### src/rtl/rs_pkg.sv
// Shared definitions for the reservation station.
// Holds the tag encoding, default operand/opcode widths, the entry record
// layout and the helper that maps an entry index to the tag it owns.
package rs_pkg;

  localparam int TAG_W = 2;
  localparam logic [TAG_W-1:0] TAG_NONE = 2'b11;  // "value valid" label
  localparam int DW  = 12;
  localparam int OPW = 3;

  // Architectural content of one entry at the default widths.
  typedef struct packed {
    logic             busy;
    logic [OPW-1:0]   op;
    logic [DW-1:0]    vj;
    logic [TAG_W-1:0] qj;
    logic [DW-1:0]    vk;
    logic [TAG_W-1:0] qk;
  } rs_entry_t;

  // Tag owned by entry idx when entry 0 owns tag base.
  function automatic logic [TAG_W-1:0] entry_tag(input int unsigned base,
                                                 input int unsigned idx);
    logic [31:0] sum;
    sum = base + idx;
    return sum[TAG_W-1:0];
  endfunction

endpackage

### src/rtl/rs_entry.sv
// One reservation-station entry.
// Loads opcode/operands on allocation (with same-cycle CDB bypass), snoops
// the CDB while waiting, and frees itself when the dispatch handshake picks it.
// Ports:
//   clk, rst_n                    clock, async active-low reset
//   alloc                         issue accepted into this entry this cycle
//   drain                         dispatch handshake selects this entry
//   issue_op/vj/qj/vk/qk          issue payload
//   cdb_valid/cdb_tag/cdb_data    common data bus
//   busy, ready                   entry state flags
//   op, vj, vk                    stored opcode and operand values
module rs_entry
  import rs_pkg::*;
#(
  parameter int EDW  = 12,
  parameter int EOPW = 3
) (
  input  logic             clk,
  input  logic             rst_n,
  input  logic             alloc,
  input  logic             drain,
  input  logic [EOPW-1:0]  issue_op,
  input  logic [EDW-1:0]   issue_vj,
  input  logic [TAG_W-1:0] issue_qj,
  input  logic [EDW-1:0]   issue_vk,
  input  logic [TAG_W-1:0] issue_qk,
  input  logic             cdb_valid,
  input  logic [TAG_W-1:0] cdb_tag,
  input  logic [EDW-1:0]   cdb_data,
  output logic             busy,
  output logic             ready,
  output logic [EOPW-1:0]  op,
  output logic [EDW-1:0]   vj,
  output logic [EDW-1:0]   vk
);

  logic [TAG_W-1:0] qj;
  logic [TAG_W-1:0] qk;

  logic             nxt_busy;
  logic [EOPW-1:0]  nxt_op;
  logic [EDW-1:0]   nxt_vj;
  logic [EDW-1:0]   nxt_vk;
  logic [TAG_W-1:0] nxt_qj;
  logic [TAG_W-1:0] nxt_qk;

  // A broadcast carrying the "valid" label never names a producer.
  logic cdb_live;
  logic byp_j;
  logic byp_k;
  logic snoop_j;
  logic snoop_k;

  assign cdb_live = cdb_valid && (cdb_tag != TAG_NONE);
  assign byp_j    = cdb_live && (issue_qj == cdb_tag);
  assign byp_k    = cdb_live && (issue_qk == cdb_tag);
  assign snoop_j  = cdb_live && (qj == cdb_tag);
  assign snoop_k  = cdb_live && (qk == cdb_tag);

  assign ready = busy && (qj == TAG_NONE) && (qk == TAG_NONE);

  // Next-state selection: allocate, free on dispatch, or snoop while waiting.
  // alloc and drain never coincide: alloc needs a free entry, drain a busy one.
  always_comb begin
    nxt_busy = busy;
    nxt_op   = op;
    nxt_vj   = vj;
    nxt_vk   = vk;
    nxt_qj   = qj;
    nxt_qk   = qk;
    if (alloc) begin
      nxt_busy = 1'b1;
      nxt_op   = issue_op;
      nxt_vj   = byp_j ? cdb_data : issue_vj;
      nxt_qj   = byp_j ? TAG_NONE : issue_qj;
      nxt_vk   = byp_k ? cdb_data : issue_vk;
      nxt_qk   = byp_k ? TAG_NONE : issue_qk;
    end else if (drain) begin
      // Freed entry: a CDB hit on this edge is irrelevant.
      nxt_busy = 1'b0;
    end else if (busy) begin
      nxt_vj = snoop_j ? cdb_data : vj;
      nxt_qj = snoop_j ? TAG_NONE : qj;
      nxt_vk = snoop_k ? cdb_data : vk;
      nxt_qk = snoop_k ? TAG_NONE : qk;
    end else begin
      nxt_busy = 1'b0;
    end
  end

  // Entry state register.
  always_ff @(posedge clk or negedge rst_n) begin
    if (!rst_n) begin
      busy <= 1'b0;
      op   <= {EOPW{1'b0}};
      vj   <= {EDW{1'b0}};
      vk   <= {EDW{1'b0}};
      qj   <= TAG_NONE;
      qk   <= TAG_NONE;
    end else begin
      busy <= nxt_busy;
      op   <= nxt_op;
      vj   <= nxt_vj;
      vk   <= nxt_vk;
      qj   <= nxt_qj;
      qk   <= nxt_qk;
    end
  end

endmodule

### src/rtl/reservation_station.sv
// Tomasulo reservation station between issue and a functional unit.
// Allocates the lowest free entry on issue, lets entries wake up from the
// CDB, and offers the lowest-index ready entry to the FU.
// Ports:
//   clk, rst_n                          clock, async active-low reset
//   issue_valid/ready/op/vj/qj/vk/qk    issue handshake and payload
//   issue_tag                           tag that an accepted issue receives (11 when full)
//   cdb_valid/cdb_tag/cdb_data          common data bus snoop
//   disp_valid/ready/op/a/b/tag         dispatch handshake and payload
module reservation_station
  import rs_pkg::*;
#(
  parameter int DEPTH    = 2,
  parameter int TAG_BASE = 0,
  parameter int DW       = rs_pkg::DW,
  parameter int OPW      = rs_pkg::OPW
) (
  input  logic             clk,
  input  logic             rst_n,
  input  logic             issue_valid,
  output logic             issue_ready,
  input  logic [OPW-1:0]   issue_op,
  input  logic [DW-1:0]    issue_vj,
  input  logic [TAG_W-1:0] issue_qj,
  input  logic [DW-1:0]    issue_vk,
  input  logic [TAG_W-1:0] issue_qk,
  output logic [TAG_W-1:0] issue_tag,
  input  logic             cdb_valid,
  input  logic [TAG_W-1:0] cdb_tag,
  input  logic [DW-1:0]    cdb_data,
  output logic             disp_valid,
  input  logic             disp_ready,
  output logic [OPW-1:0]   disp_op,
  output logic [DW-1:0]    disp_a,
  output logic [DW-1:0]    disp_b,
  output logic [TAG_W-1:0] disp_tag
);

  logic [DEPTH-1:0] busy;
  logic [DEPTH-1:0] ready;
  logic [DEPTH-1:0] free_sel;   // one-hot lowest free entry
  logic [DEPTH-1:0] disp_sel;   // one-hot lowest ready entry
  logic [DEPTH-1:0] alloc;
  logic [DEPTH-1:0] drain;
  logic [OPW-1:0]   e_op [DEPTH];
  logic [DW-1:0]    e_vj [DEPTH];
  logic [DW-1:0]    e_vk [DEPTH];

  logic free_seen;
  logic ready_seen;
  logic accept;
  logic handshake;

  // Availability comes from registered busy only, so an entry freed by
  // dispatch on this edge is not handed out again on the same edge.
  assign issue_ready = ~&busy;
  assign disp_valid  = |ready;
  assign accept      = issue_valid && issue_ready;
  assign handshake   = disp_valid && disp_ready;
  assign alloc       = accept ? free_sel : {DEPTH{1'b0}};
  assign drain       = handshake ? disp_sel : {DEPTH{1'b0}};

  // Priority encoders: lowest-index free entry and lowest-index ready entry.
  always_comb begin
    free_sel   = {DEPTH{1'b0}};
    disp_sel   = {DEPTH{1'b0}};
    free_seen  = 1'b0;
    ready_seen = 1'b0;
    for (int i = 0; i < DEPTH; i++) begin
      free_sel[i] = !busy[i] && !free_seen;
      free_seen   = free_seen || !busy[i];
      disp_sel[i] = ready[i] && !ready_seen;
      ready_seen  = ready_seen || ready[i];
    end
  end

  // Tag of the allocation candidate, or TAG_NONE when every entry is busy.
  always_comb begin
    issue_tag = TAG_NONE;
    for (int i = DEPTH - 1; i >= 0; i--) begin
      issue_tag = free_sel[i] ? entry_tag(TAG_BASE, i) : issue_tag;
    end
  end

  // Dispatch mux: AND-OR over the one-hot select; all zero when idle.
  always_comb begin
    disp_op  = {OPW{1'b0}};
    disp_a   = {DW{1'b0}};
    disp_b   = {DW{1'b0}};
    disp_tag = TAG_NONE;
    for (int i = 0; i < DEPTH; i++) begin
      disp_op  = disp_op | ({OPW{disp_sel[i]}} & e_op[i]);
      disp_a   = disp_a  | ({DW{disp_sel[i]}} & e_vj[i]);
      disp_b   = disp_b  | ({DW{disp_sel[i]}} & e_vk[i]);
      disp_tag = disp_sel[i] ? entry_tag(TAG_BASE, i) : disp_tag;
    end
  end

  for (genvar g = 0; g < DEPTH; g++) begin : g_entry
    rs_entry #(
      .EDW  (DW),
      .EOPW (OPW)
    ) u_entry (
      .clk       (clk),
      .rst_n     (rst_n),
      .alloc     (alloc[g]),
      .drain     (drain[g]),
      .issue_op  (issue_op),
      .issue_vj  (issue_vj),
      .issue_qj  (issue_qj),
      .issue_vk  (issue_vk),
      .issue_qk  (issue_qk),
      .cdb_valid (cdb_valid),
      .cdb_tag   (cdb_tag),
      .cdb_data  (cdb_data),
      .busy      (busy[g]),
      .ready     (ready[g]),
      .op        (e_op[g]),
      .vj        (e_vj[g]),
      .vk        (e_vk[g])
    );
  end

endmodule

### config.mk
export PLATFORM = sky130hd
export DESIGN_NAME = reservation_station
export DESIGN_NICKNAME = d
export VERILOG_FILES = /design/src/rtl/rs_pkg.sv /design/src/rtl/rs_entry.sv /design/src/rtl/reservation_station.sv
export SDC_FILE = /design/constraint.sdc
export NUM_CORES = 1
export LEC_CHECK = 0
export CELL_PAD_IN_SITES_DETAIL_PLACEMENT = 1
export CELL_PAD_IN_SITES_GLOBAL_PLACEMENT = 2
export CORE_ASPECT_RATIO = 0.6
export CORE_MARGIN = 3
export CORE_UTILIZATION = 31
export DETAILED_ROUTE_END_ITERATION = 16
export PLACE_DENSITY_LB_ADDON = 0.1
export SYNTH_ARGS = -nofsm -noshare
export SYNTH_HDL_FRONTEND = slang
export SYNTH_SLANG_ARGS = --single-unit
### constraint.sdc
create_clock -name clk -period 2.55 [get_ports clk]
set_input_delay 0.3825 -clock clk [delete_from_list [all_inputs] [get_ports clk]]
set_output_delay 0.3825 -clock clk [all_outputs]
set_load 0.1 [all_outputs]
== After elaboration in Yosys (flattened, before gate mapping) ==
Index checks and enable logic that the tools add are counted.
Storage, ports and cells
  bits in registers: 64
  output and inout port bits: 33
  logic and storage cells: 113
Operators by class
  equal/unequal tests: 13
  multiplexer cells: 48
  bitwise gates (word level): 9
  reductions and logical operators: 31
Operator list (count)
  $mux 12: 18
  $and 12x12->12: 4
  $mux 2: 24
  $or 12x12->12: 2
  $logic_and 1x1->1: 15
  $eq 2x2->1: 6
  $reduce_and 3->1: 4
  $reduce_bool 2->1: 6
  $eq 2x2->1 const B: 4
  $and 3x3->3: 2
  $mux 1: 6
  $ne 2x2->1 const B: 3
  $logic_not 1->1: 4
  $or 3x3->3: 1
  $reduce_and 2->1: 1
  $reduce_or 2->1: 1

== Logic depth before layout (Yosys ltp) ==
Gate-level depths: netlist of the first run.
  word-level depth: 8
  mapped depth: 7
  gate-level depth less buffers: 5

== Modules after synthesis ==
A second synthesis of the first run with hierarchy kept.
Unflattened totals
  cells, all modules: 552
  area, all modules: 4847.1 µm²
Modules (own cells, without submodules)
  rs_entry: times used 2, cells an instance 228, area each 2179.6 µm², seq. area each 805.8 µm²
  reservation_station: times used 1, cells an instance 96, area each 488.0 µm², seq. area each 0.0 µm²

== Worst setup path before layout of the first run ==
OpenSTA, ideal clock, no wires.
  path kind: reg2out
  start point: reg g_entry[0].u_entry.qk[0]
  end point: out disp_valid
  data arrival time: 3.061 ns
  data required time: 2.168 ns
  path slack: -0.894 ns
  stages on the path, launching flop included: 7
  buffers on the path: 1
  path through: dfstp_2 and4_1 and2_1 buf_2 inv_1 o21a_1 inv_1
On the way
  word-level cells in the longest chain between the ends: 3
Ends and longest elaborated chain
  from (decl): RTL line rs_entry.sv:38  | logic [TAG_W-1:0] qk;
  from (signal assigned): RTL line rs_entry.sv:106  | qk <= nxt_qk;
  $eq 2x2->1: RTL line rs_entry.sv:60  | assign ready = busy && (qj == TAG_NONE) && (qk == TAG_NONE);
  $logic_and 1x1->1: RTL line rs_entry.sv:60
  $reduce_or 2->1: RTL line reservation_station.sv:57  | assign disp_valid = |ready;
  to (decl): RTL line reservation_station.sv:31  | output logic disp_valid,
Every way passes these cells.

== Worst setup path after layout of the first run ==
  start point: reg g_entry[0].u_entry.qj[1]
  end point: out disp_a[0]
On the way
  word-level cells in the longest chain between the ends: 7
  elaborated cells between the ends (all ways): 8
Ends and longest elaborated chain
  from (decl): RTL line rs_entry.sv:37  | logic [TAG_W-1:0] qj;
  from (signal assigned): RTL line rs_entry.sv:105  | qj <= nxt_qj;
  $eq 2x2->1 *: RTL line rs_entry.sv:60
  $logic_and 1x1->1 * (2 in a row): RTL line rs_entry.sv:60
  $logic_not 1->1: RTL line reservation_station.sv:72  | disp_sel[i] = ready[i] && !ready_seen;
  $logic_and 1x1->1: RTL line reservation_station.sv:72
  $and 12x12->12: RTL line reservation_station.sv:93  | disp_a = disp_a | ({DW{disp_sel[i]}} & e_vj[i]);
  $or 12x12->12 *: RTL line reservation_station.sv:93
  to (decl): RTL line reservation_station.sv:34  | output logic [DW-1:0] disp_a,
Mark *: on every way between the ends. The rest lies on a longest branch, timed or not.

==> summary.txt, run 1 <==
Drt
  • 1st-iter DRT viols: 175
  • # DRC: 0
  • WL final: 12,200 um
  • DR pass1 iterations: 4
  • Vias per cell: 5.43
  • Routed via count: 3,064
  • Antenna Nets Post-Route: 0
  • Wire per inst: 21.6 um

Floorplan
  • Die area: 12,500 um2
  • Die width: 143 um
  • Die H: 87.9 um
  • Row count: 29
  • I/O pins: 83
  • Core area: 10,700 um2
  • Starting Density: 32.3%

Worst setup path
  • Top cell by count, worst path: buf_12
  • RR Startpoint: g_entry[0].u_entry.qk[0]
  • Critical path launch point type: register
  • R2R depth: 4
  • CP arrival: 2100 ps
  • R2R Path End: g_entry[0].u_entry.vk[5]
  • Largest stage delay, worst path: 590 ps
  • Worst Setup EP: disp_a[0]
  • CP Cell Sequence: and4_4 > and2_4 > buf_12 > a22o_1 > buf_12
  • Crit-path max FO: 17
  • Critical setup path kind: reg -> out
  • Slowest CP cell: dfstp_2
  • Worst path required time: 2170 ps
  • Crit path from: g_entry[0].u_entry.qj[1]
  • Crit end category: primary output
  • R2r setup slk: 660 ps

Synthesis
  • Area leader, netlist: dfrtp_1
  • Synthesized cell area: 3470 um2
  • Post-synthesis mux area share: 0.289%
  • Synth Area in Adders: 0%
  • Distinct cells, synth: 49
  • Top cells by count, synth: dfrtp_1, a22o_1, o221a_2, or2_2, nand2_1
  • Seq cells post-synth: 64
  • Post-synthesis compound-gate area fraction: 30.6%
  • Synth area leaders: dfrtp_1, o221a_2, a22o_1
  • Fraction of the mapped netlist area in simple logic gates: 15.0%
  • Share of flip-flops with an asynchronous set or reset: 100%
  • Syn nets: 375
  • Synth Flop Type: dfrtp_1
  • Syn Area/Cell: 10.7 um2
  • Largest family of logic cells by synthesized area: compound AO/OA/AOI/OAI gates
  • Seq/Total Area, Yosys: 46.5%
  • Post-synth EDFFs: 0
  • Yosys warns: 0
  • Yosys top cell area share: 40.4%
  • Post-Synth XOR/XNOR Area: 1.52%
  • Most common cell in the netlist: dfrtp_1
  • Synth Instances: 325

CTS
  • CTS tree: built
  • Clock sink total: 64
  • Clock transition at path regs: 50 ps
  • CTS Buf Count: 9
  • CTS HTree Levels: 3
  • Later-pin clock latency in the skew report: 330 ps
  • # hold bufs at CTS: 0
  • CTS max path bufs: 2
  • Root Buffer: clkbuf_16

Worst hold path
  • HP Class: in -> async

Global routing
  • First-pass GRT wire length: 19,300 um
  • Number of global-route vias before repair: 3,308
  • Gr usage total: 20.3%
  • Largest net degree at the start of global routing: 40
  • Initial antenna violation count: 0
  • Grt total ovfl: 0

Final layout
  • Ant diodes: 0
  • Layout overhead on the synthesized area: 50.1%
  • Nets: 470
  • Share of cells above drive strength 1: 34.1%

Placed design
  • Port bufs: 82
  • Post-DP HPWL: 8720 um
  • GPL Wtd Cong: 0.834

Timing
  • Minimum clock period: 2480 ps
  • Slew Limit Fails: 0
  • Clock skew: 4.02 ps
  • Unrepaired setup endpoints after global routing: no
  • Worst slew margin: 54.6%
  • Period utilization: 97.2%
  • Final setup violating endpoints: 0
  • Final hold vios: 0
  • Worst hold margin: 91.1 ps
  • Tightest Pin Transition: 680 ps
  • Fmax achieved: 0.403 GHz

Run status
  • Status: finished clean

Flow run
  • Number of max-cap violations: 0
-- layer usage --
layer / up-vias / part of all wire, % / GRT usage (%)
met1: 1551 / 51 / 31.1
met5: - / 0 / 0
met4: 0 / 0.65 / 3.62
li1: 1412 / - / -
met3: 8 / 6.8 / 5.07
met2: 93 / 42 / 29.3
-- layout make-up --
cell class | count | area (um2)
Fill cell | 1160 | 5540
Multi-Input combinational cell | 219 | 1660
Sequential cell | 64 | 1610
Timing Repair Buffer | 109 | 1380
Clock buffer | 13 | 260
Tap cell | 139 | 174
Inverter | 17 | 71.3
Clock inverter | 3 | 40.0
-- registers in the layout, indices dropped and copies added, names as in the netlist --
register              cells
g_entry.u_entry.vj       24
g_entry.u_entry.qj        4
g_entry.u_entry.busy      2
g_entry.u_entry.qk        4
g_entry.u_entry.vk       24
g_entry.u_entry.op        6
-- per-stage QoR --
step / setup WS (ps) / TNS [ps] / util [%] / instance area (um2) / std cells
6_report: 71.4 / 0 / 48.4 / 5200 / 564
3_5_place_dp: 113 / 0 / 45.2 / 4860 / 543
4_1_cts: 4.51 / 0 / 48.1 / 5170 / 560
3_3_place_gp: 150 / 0 / 45.2 / 4860 / 543
5_1_grt: 2.08 / 0 / 48.4 / 5200 / 564
2_1_floorplan: -79.3 / -79.3 / - / 3490 / 325
-- cell families (layout without fill, tap and decap cells) --
logic type | Yosys count | in the layout
mux | 1 | 1
xor+xnor | 6 | 6
compound gates | 119 | 119
buf+inv | 42 | 142
simple gates | 93 | 93
flops | 64 | 64
-- critical path: cells and delay by family, from the launching register on --
| family | cells | cell delay (ps) |
|---|---|---|
| simple gates | 2 | 540 |
| compound gates | 1 | 230 |
| flops | 1 | 590 |
| buf+inv | 2 | 380 |
-- cells in the final DEF (no fill, tap or decap), drive strengths merged, types with 3 or more instances in the layout --
master,count
nor2,20
a21o,3
nand2,22
inv,15
or2,24
dfstp,8
buf,61
dfrtp,56
o22a,6
o221a,36
nand2b,10
clkbuf,13
xnor2,4
a211oi,13
clkdlybuf4s50,48
nor4bb,3
a22o,28
a21oi,18
or2b,3
-- worst min path at each step --
stage               cells past startpoint  start                         to  slack, ps
floorplan                               0  rst_n    g_entry[0].u_entry.busy         90
global placement                        1  rst_n  g_entry[0].u_entry.vj[11]        460
detailed placement                      1  rst_n  g_entry[0].u_entry.vj[11]        450
CTS                                     1  rst_n    g_entry[0].u_entry.busy        100
global route                            1  rst_n    g_entry[0].u_entry.busy        120
finish                                  1  rst_n    g_entry[0].u_entry.busy         90
-- what timing repair did --
| item | 4_1_cts | 5_1_grt |
|---|---|---|
| resized for setup | 1 | 1 |
| pin swaps | 1 | 2 |
| buffers inserted | 1 | 4 |
| endpoints found under the setup margin | 18 | 23 |
Power of run 1 is left out: the tool's default activity adds up to more than one toggle a clock period on the data nets, which glitch-free logic cannot reach.
==> inputs of run 2 (changes only) <==
- CTS_CLUSTER_DIAMETER: not set -> 200
- GPL_TIMING_DRIVEN: not set -> 0
==> run 2 against run 1 <==
Effect of this change:
- clock skew barely moved
- non-clock buffer count rose by 4
- maximum frequency fell by 1.9%
- count of clock-buffer cells in the layout did not move
==> summary.txt, run 2 (synthesis results as in run 1) <==
Timing
  • Slew Limit Fails: 0
  • Worst hold margin: 146 ps
  • Tightest Pin Transition: 964 ps
  • Period utilization: 99.1%
  • Unrepaired setup endpoints after global routing: yes
  • Worst slew margin: 35.6%
  • Fmax achieved: 0.396 GHz
  • Final setup violating endpoints: 0
  • Clock skew: 4.18 ps
  • Final hold vios: 0
  • Minimum clock period: 2530 ps

CTS
  • CTS tree: built
  • CTS HTree Levels: 3
  • Clock sink total: 64
  • Clock transition at path regs: 50 ps
  • CTS max path bufs: 2
  • Root Buffer: clkbuf_16
  • CTS Buf Count: 9
  • # hold bufs at CTS: 0
  • Later-pin clock latency in the skew report: 330 ps

Drt
  • 1st-iter DRT viols: 225
  • Wire per inst: 22.3 um
  • Metal-1 WL: 6510 um
  • Routed via count: 3,083
  • Vias per cell: 5.43
  • Antenna Nets Post-Route: 0
  • # DRC: 0
  • Met2 Wirelength: 5350 um
  • Top Layer Used: met4
  • Met3 wire len: 736 um
  • DR pass1 iterations: 4
  • WL final: 12,700 um

Global routing
  • Initial antenna violation count: 0
  • Gr usage total: 20.4%
  • Grt total ovfl: 0
  • First-pass GRT wire length: 19,100 um
  • Largest net degree at the start of global routing: 65
  • Number of global-route vias before repair: 3,259

Worst setup path
  • Slowest CP cell: dfstp_2
  • Critical path launch point type: register
  • Crit path from: g_entry[1].u_entry.qk[1]
  • CP Cell Sequence: nand4_1 > a211oi_4 > buf_6 > buf_6 > buf_12 > a22o_1 > buf_12
  • Largest stage delay, worst path: 570 ps
  • Critical setup path kind: reg -> out
  • RR Startpoint: g_entry[0].u_entry.busy
  • Worst path required time: 2170 ps
  • Crit end category: primary output
  • Crit-path max FO: 5
  • CP arrival: 2150 ps

Flow run
  • Number of max-cap violations: 0

Worst hold path
  • HP Class: in -> async

Final layout
  • Ant diodes: 0
  • Area of the multi-input gates: 1740 um2
  • Nets: 474
  • Share of cells above drive strength 1: 35.4%
  • Commonest non-fill, non-tap cells in the layout: dfrtp_1, clkdlybuf4s50_1, o221a_2
  • Largest regs: g_entry.u_entry.vj x24, g_entry.u_entry.vk x24, g_entry.u_entry.op x6
  • Fillers: 1,151
  • Layout overhead on the synthesized area: 47.9%
  • Sequential cell area: 1610 um2
  • Most common cell after layout, fill and taps aside: dfrtp_1

Placed design
  • Post-DP HPWL: 8930 um
  • GPL Wtd Cong: 0.795
  • Port bufs: 81

Floorplan
  • Starting Density: 32.3%
  • Die width: 143 um
  • Die area: 12,500 um2
  • Row count: 29
  • Die H: 87.9 um
  • I/O pins: 83
  • Core area: 10,700 um2

Run status
  • Status: finished clean
-- run 2: area by class of cell --
class | instances | share of cell area [%]
Multi-Input combinational cell | 219 | 34.0
Sequential cell | 64 | 31.4
Timing Repair Buffer | 88 | 20.0
Clock buffer | 13 | 4.88
Buffer | 25 | 3.64
Tap cell | 139 | 3.39
Inverter | 17 | 1.39
Clock inverter | 3 | 1.27
-- run 2: per-layer routing --
| layer | up-vias | GRT usage, % |
|---|---|---|
| li1 | 1423 | - |
| met1 | 1572 | 31.4 |
| met2 | 78 | 29.2 |
| met3 | 10 | 4.75 |
| met4 | 0 | 4.14 |
| met5 | - | 0 |
-- run 2: repair_timing --
item	in CTS	in global routing
gates cloned	0	2
setup endpoints to repair	31	27
setup buffers	3	2
pin swaps	3	4
resized for setup	206	52
-- run 2: final timing paths --
kind	end	slack, ps	cells past startpoint
max	disp_a[9]	20	7
min	g_entry[0].u_entry.busy	150	1
max reg2reg	g_entry[1].u_entry.vk[10]	310	6
min reg2reg	g_entry[1].u_entry.op[0]	480	2
max in group asynchronous	g_entry[1].u_entry.op[2]	1830	1
min in group clk	g_entry[1].u_entry.op[0]	480	2
-- run 2: metrics by stage --
stage / area, um2 / TNS (ps) / utilization [%] / std cells / setup WS [ps]
2_1_floorplan: 3490 / -79.3 / - / 325 / -79.3
3_3_place_gp: 4480 / -102520 / 41.7 / 545 / -1250
3_5_place_dp: 4480 / -29260 / 41.7 / 545 / -1180
4_1_cts: 4860 / 0 / 45.3 / 564 / 0.285
5_1_grt: 5130 / -92.4 / 47.8 / 568 / -49.2
6_report: 5130 / 0 / 47.8 / 568 / 22.1
-- run 2: worst max-delay path, delay by kind of cell (launching register included) --
| family | cells | cell delay [ps] |
|---|---|---|
| AO/OA/AOI/OAI | 2 | 440 |
| buffers and inverters | 4 | 620 |
| flip-flops | 1 | 570 |
| AND/OR/NAND/NOR | 1 | 190 |
Power of run 2 is left out for the same reason.
==> patch 1, RTL diff (settings of run 1) <==
Make the reset (`rst_n`) synchronous in one clocked block. Comments in the files are not updated.
--- a/src/rtl/rs_entry.sv
+++ b/src/rtl/rs_entry.sv
@@ -90,5 +90,5 @@
 
   // Entry state register.
-  always_ff @(posedge clk or negedge rst_n) begin
+  always_ff @(posedge clk) begin
     if (!rst_n) begin
       busy <= 1'b0;
Check against the original RTL: differs if rst_n is asserted again (counterexample within 4 cycles, from zero or initial values and one cycle with rst_n low); with rst_n held inactive, the same outputs for 4 cycles.
==> patch 1 against run 1 <==
- routed wire length decreased by 2.4%
- synthesized area down 5.1%
- die area fell by 4.8%
- setup slack better by 0.061 ns
- cell count rose by 2.0%
- synthesized cell count is 9.5% higher
- utilization about the same
- sequential cell count stayed put
- count of clock-buffer cells in the layout did not move
- global-route usage is 0.18 points higher
- first-iteration DRC count rose by 41%
- cell area is 6.1% lower
- critical endpoint is now disp_b[3]
Power is left out: it rests on default switching activity, and per cell area and clock period it moved more than threefold.
==> patch 1: results (changes against run 1) <==
outcome complete, no violations; DP HPWL 8.391 mm (-3.7%); final wirelength 11.87 mm (-2.4%); asr flop ratio synth 0% (-100 points); Layout Nets 485 (+3.2%); placed insts 559 (+2.9%); Netlist cell types 40 (-18%); M1 GR Usage 28.89% (-2.2 points); first-pass GRT wire length 19.01 mm (-1.7%); Hold Path Class register to register; FILL cells 1109 (-4.4%); GRT met3 Usage 6.017% (+0.94 points); GR met2 Demand/Resource 30.96% (+1.7 points); WP data arrival 2.04 ns (-0.06 ns); Metal-1 WL 5.881 mm (-4.8%); gr usage total 20.53% (+0.18 points); Setup Skew 0.006739 ns (+0.002721 ns); routability cong. 0.7993 (-4.2%); multiplexer area fraction after synthesis 7.414% (+7.1 points); worst r2r src g_entry[1].u_entry.busy; layout cell share with drive strength beyond 1 23.18% (-11 points); CP Max Fanout 27 (+10); met2 wire length 5.191 mm (+2.3%); post-cts resize count 0 (-1); Compound-Gate Fraction of Synth Area 30.38% (-0.19 points); Crit. Startpoint g_entry[1].u_entry.qk[1]; Placed Area 4584 um2 (-5.6%); clk_lat worst skew 0.33 ns (about the same); Synth Area in XOR/XNOR 1.597% (+0.081 points); vias per cell 5.506 (+1.4%); metal3 WL 697 um (-16%); drt first pass iters 5 (+1); register area share after synthesis 38.94% (-7.5 points); ranking of synthesized cells by area dfxtp_1 (39%), a22o_1 (7.7%), o221a_2 (4.1%), mux2_2 (3.8%), a222oi_1 (3.7%); max_slew headroom 18.83% (-36 points); Most used DFF post-synth dfxtp_1; antenna violations before repair 0 (unchanged); most instantiated cells after synthesis dfxtp_1 (64), nor2_1 (30), a22o_1 (29); crit path to disp_b[3]; Mean Syn Cell Area 9.243 um2 (-13%); routed length per placed instance 20.64 um (-4.2%)
-- patch 1: changes by cell type after synthesis, moves of 12 or more --
cell and delta:
dfxtp_1 +64, dfrtp_1 -56, or2_2 -22, o21ai_0 +18
clkbuf_1 +14, nor3_1 +14, o221a_2 -14, inv_1 -13
nor2b_1 +13, a211oi_1 -12, a222oi_1 +12, o21a_1 +12
o221ai_1 +12
-- patch 1: cells by family (layout without fill, tap and decap cells) --
group	after synthesis	count (layout)
AOI/OAI and AO/OA	127	127
and+or+nand+nor	96	96
DFF	64	64
buffers and inverters	40	124
muxes	23	23
xor gates and xnor gates	6	6
-- patch 1: how the worst min path moves through the flow --
stage                                   from                  endpoint  slack, ns  cells after the start
floorplan           g_entry[1].u_entry.op[0]  g_entry[1].u_entry.op[0]       0.44                      2
global placement    g_entry[0].u_entry.op[0]  g_entry[0].u_entry.op[0]       0.45                      2
detailed placement  g_entry[0].u_entry.op[2]  g_entry[0].u_entry.op[2]       0.47                      2
CTS                 g_entry[0].u_entry.op[2]  g_entry[0].u_entry.op[2]       0.48                      2
global route        g_entry[0].u_entry.op[0]  g_entry[0].u_entry.op[0]       0.49                      2
finish              g_entry[0].u_entry.op[2]  g_entry[0].u_entry.op[2]       0.47                      2
-- patch 1: cell type report --
type / count / area (um2) / area share (%)
clock inverter: 3 / 40.04 / 0.8197
multi-input combinational: 252 / 1815 / 37.17
timing repair buffer: 104 / 1299 / 26.59
clock buffer: 13 / 260.3 / 5.328
sequential: 64 / 1282 / 26.26
tap: 135 / 168.9 / 3.458
inverter: 4 / 18.77 / 0.3842
-- patch 1: critical path, stage by stage, from the launching register on --
cell and delay (ns):
dfxtp_1 0.41, and4_1 0.38, nand2_1 0.11, nor2_2 0.15, buf_12 0.21, a22o_1 0.24
buf_12 0.20
==> patch 2, RTL diff (settings of run 1) <==
Without the edit above. `TAG_W`: 2 -> 3.
--- a/src/rtl/rs_pkg.sv
+++ b/src/rtl/rs_pkg.sv
@@ -4,5 +4,5 @@
 package rs_pkg;
 
-  localparam int TAG_W = 2;
+  localparam int TAG_W = 3;
   localparam logic [TAG_W-1:0] TAG_NONE = 2'b11;  // "value valid" label
   localparam int DW  = 12;
Interface: changed (5 resized); port bits go from 83 to 88. The function was not compared with the original's and may differ.
==> patch 2 against run 1 <==
- the flow now finishes with violations (setup timing)
- setup slack worse by 0.18 ns
- cell area is 12% higher
- synthesized area is 5.1% higher
- via count is 14% higher
- fmax is 6.8% lower
- utilization is 4.6 points higher
- sequential share of layout area is 1.6 points lower
- count of clock-buffer cells in the layout is 2 lower
- sequential cell count is 4 higher
- register-to-register slack worse by 0.47 ns
- routed wire length is 13% higher
- worst hold slack worse by 0.040 ns
==> patch 2: results (changes against run 1) <==
routed length per placed instance 21.02 um (-2.5%); gr usage total 21.38% (+1.0 points); most instantiated cells after synthesis inv_1 (68), dfrtp_1 (60), nand2_1 (46); final setup margin -0.1098 ns (-0.1811 ns); DP HPWL 9.562 mm (+9.7%); Crit. Startpoint g_entry[1].u_entry.qk[1]; Layout Nets 545 (+16%); worst flop-to-flop path endpoint g_entry[0].u_entry.vk[3]; GR met2 Demand/Resource 32.01% (+2.7 points); Iter 0 DRT Violations 234 (+34%); vias per cell 5.350 (-1.5%); r2r worst-path depth 5 (+1); vias in the first global route 3830 (+16%); Mean Syn Cell Area 9.411 um2 (-12%); routability cong. 0.8558 (+2.6%); FILL cells 1188 (+2.4%); CP Max Fanout 9 (-8); register area share after synthesis 46.99% (+0.51 points); Reg2Reg Setup Slack 0.19 ns (-0.47 ns); CP top delay family simple AND/OR/NAND/NOR gates; setup violators final 21 (+21); failing checks setup timing; Netlist cell types 36 (-27%); outcome complete, but fails checks; largest net degree at the start of global routing 69 (+73%); max_slew headroom 57.76% (+3.1 points); I/O Buffers 85 (+3.7%); layout cell share with drive strength beyond 1 31.05% (-3.1 points); worst r2r src g_entry[0].u_entry.qj[1]; M1 GR Usage 31.61% (+0.49 points); Setup Skew 0.008351 ns (+0.004334 ns)
[patch 2: repair_timing]
action,in CTS,in global routing
setup endpoints to repair,41,27
pin swaps,3,9
cloned,1,0
resized for setup,22,15
hold buffers,0,0
setup buffers,5,1
[patch 2: logic make-up (layout without fill, tap and decap cells)]
group / Yosys count / in the layout / synth area share (%)
compound gates: 96 / 96 / 21.74
xor+xnor: 18 / 18 / 4.328
buf+inv: 97 / 205 / 11.03
flops: 68 / 68 / 46.99
mux: 3 / 3 / 0.9275
other cells: 1 / 2 / 0.1030
simple gates: 104 / 104 / 14.87
[patch 2: power by group]
| part | internal [W] | switching [W] |
|---|---|---|
| combinational | 0.00200 | 0.00338 |
| sequential | 0.00163 | 0.000352 |
| clock | 0.000677 | 0.000474 |
| total | 0.00430 | 0.00420 |
[patch 2: cell type report]
cell class,count,area [um2],share of cell area (%)
Clock buffer,11,242.7,4.160
Clock inverter,4,26.28,0.4503
Inverter,68,255.2,4.374
Multi-Input combinational cell,223,1898,32.53
Sequential cell,68,1712,29.33
Tap cell,155,193.9,3.323
Timing Repair Buffer,122,1508,25.84
[patch 2: metrics by stage]
stage	TNS [ns]	utilization (%)	area, um2	hold slack (ns)	worst slack (ns)
6_report	-1.636	53.08	5836	0.05159	-0.1098
2_1_floorplan	-0.007275	-	3900	0.08691	-0.007275
5_1_grt	-4.399	53.08	5836	0.09278	-0.2091
3_3_place_gp	-4.044	48.75	5360	0.4395	-0.1969
3_5_place_dp	-4.999	48.75	5360	0.4430	-0.2555
4_1_cts	-1.698	52.68	5792	0.08431	-0.07587
[patch 2: worst min-delay path by stage]
stage	startpoint	endpoint	slack, ns
3_5_place_dp	rst_n	g_entry[1].u_entry.qk[2]	0.44
5_1_grt	rst_n	g_entry[1].u_entry.qk[2]	0.09
4_1_cts	rst_n	g_entry[1].u_entry.qk[2]	0.08
6_report	rst_n	g_entry[1].u_entry.qk[2]	0.05
3_3_place_gp	rst_n	g_entry[1].u_entry.qk[2]	0.44
2_1_floorplan	rst_n	g_entry[0].u_entry.busy	0.09
[patch 2: routing by layer]
layer / vias up / wire length (um) / part of all wire (%)
met1: 1760 / 6647 / 49
met3: 19 / 894 / 6.5
li1: 1572 / - / -
met4: 0 / 145 / 1.1
met2: 132 / 5999 / 44
met5: - / 0 / 0
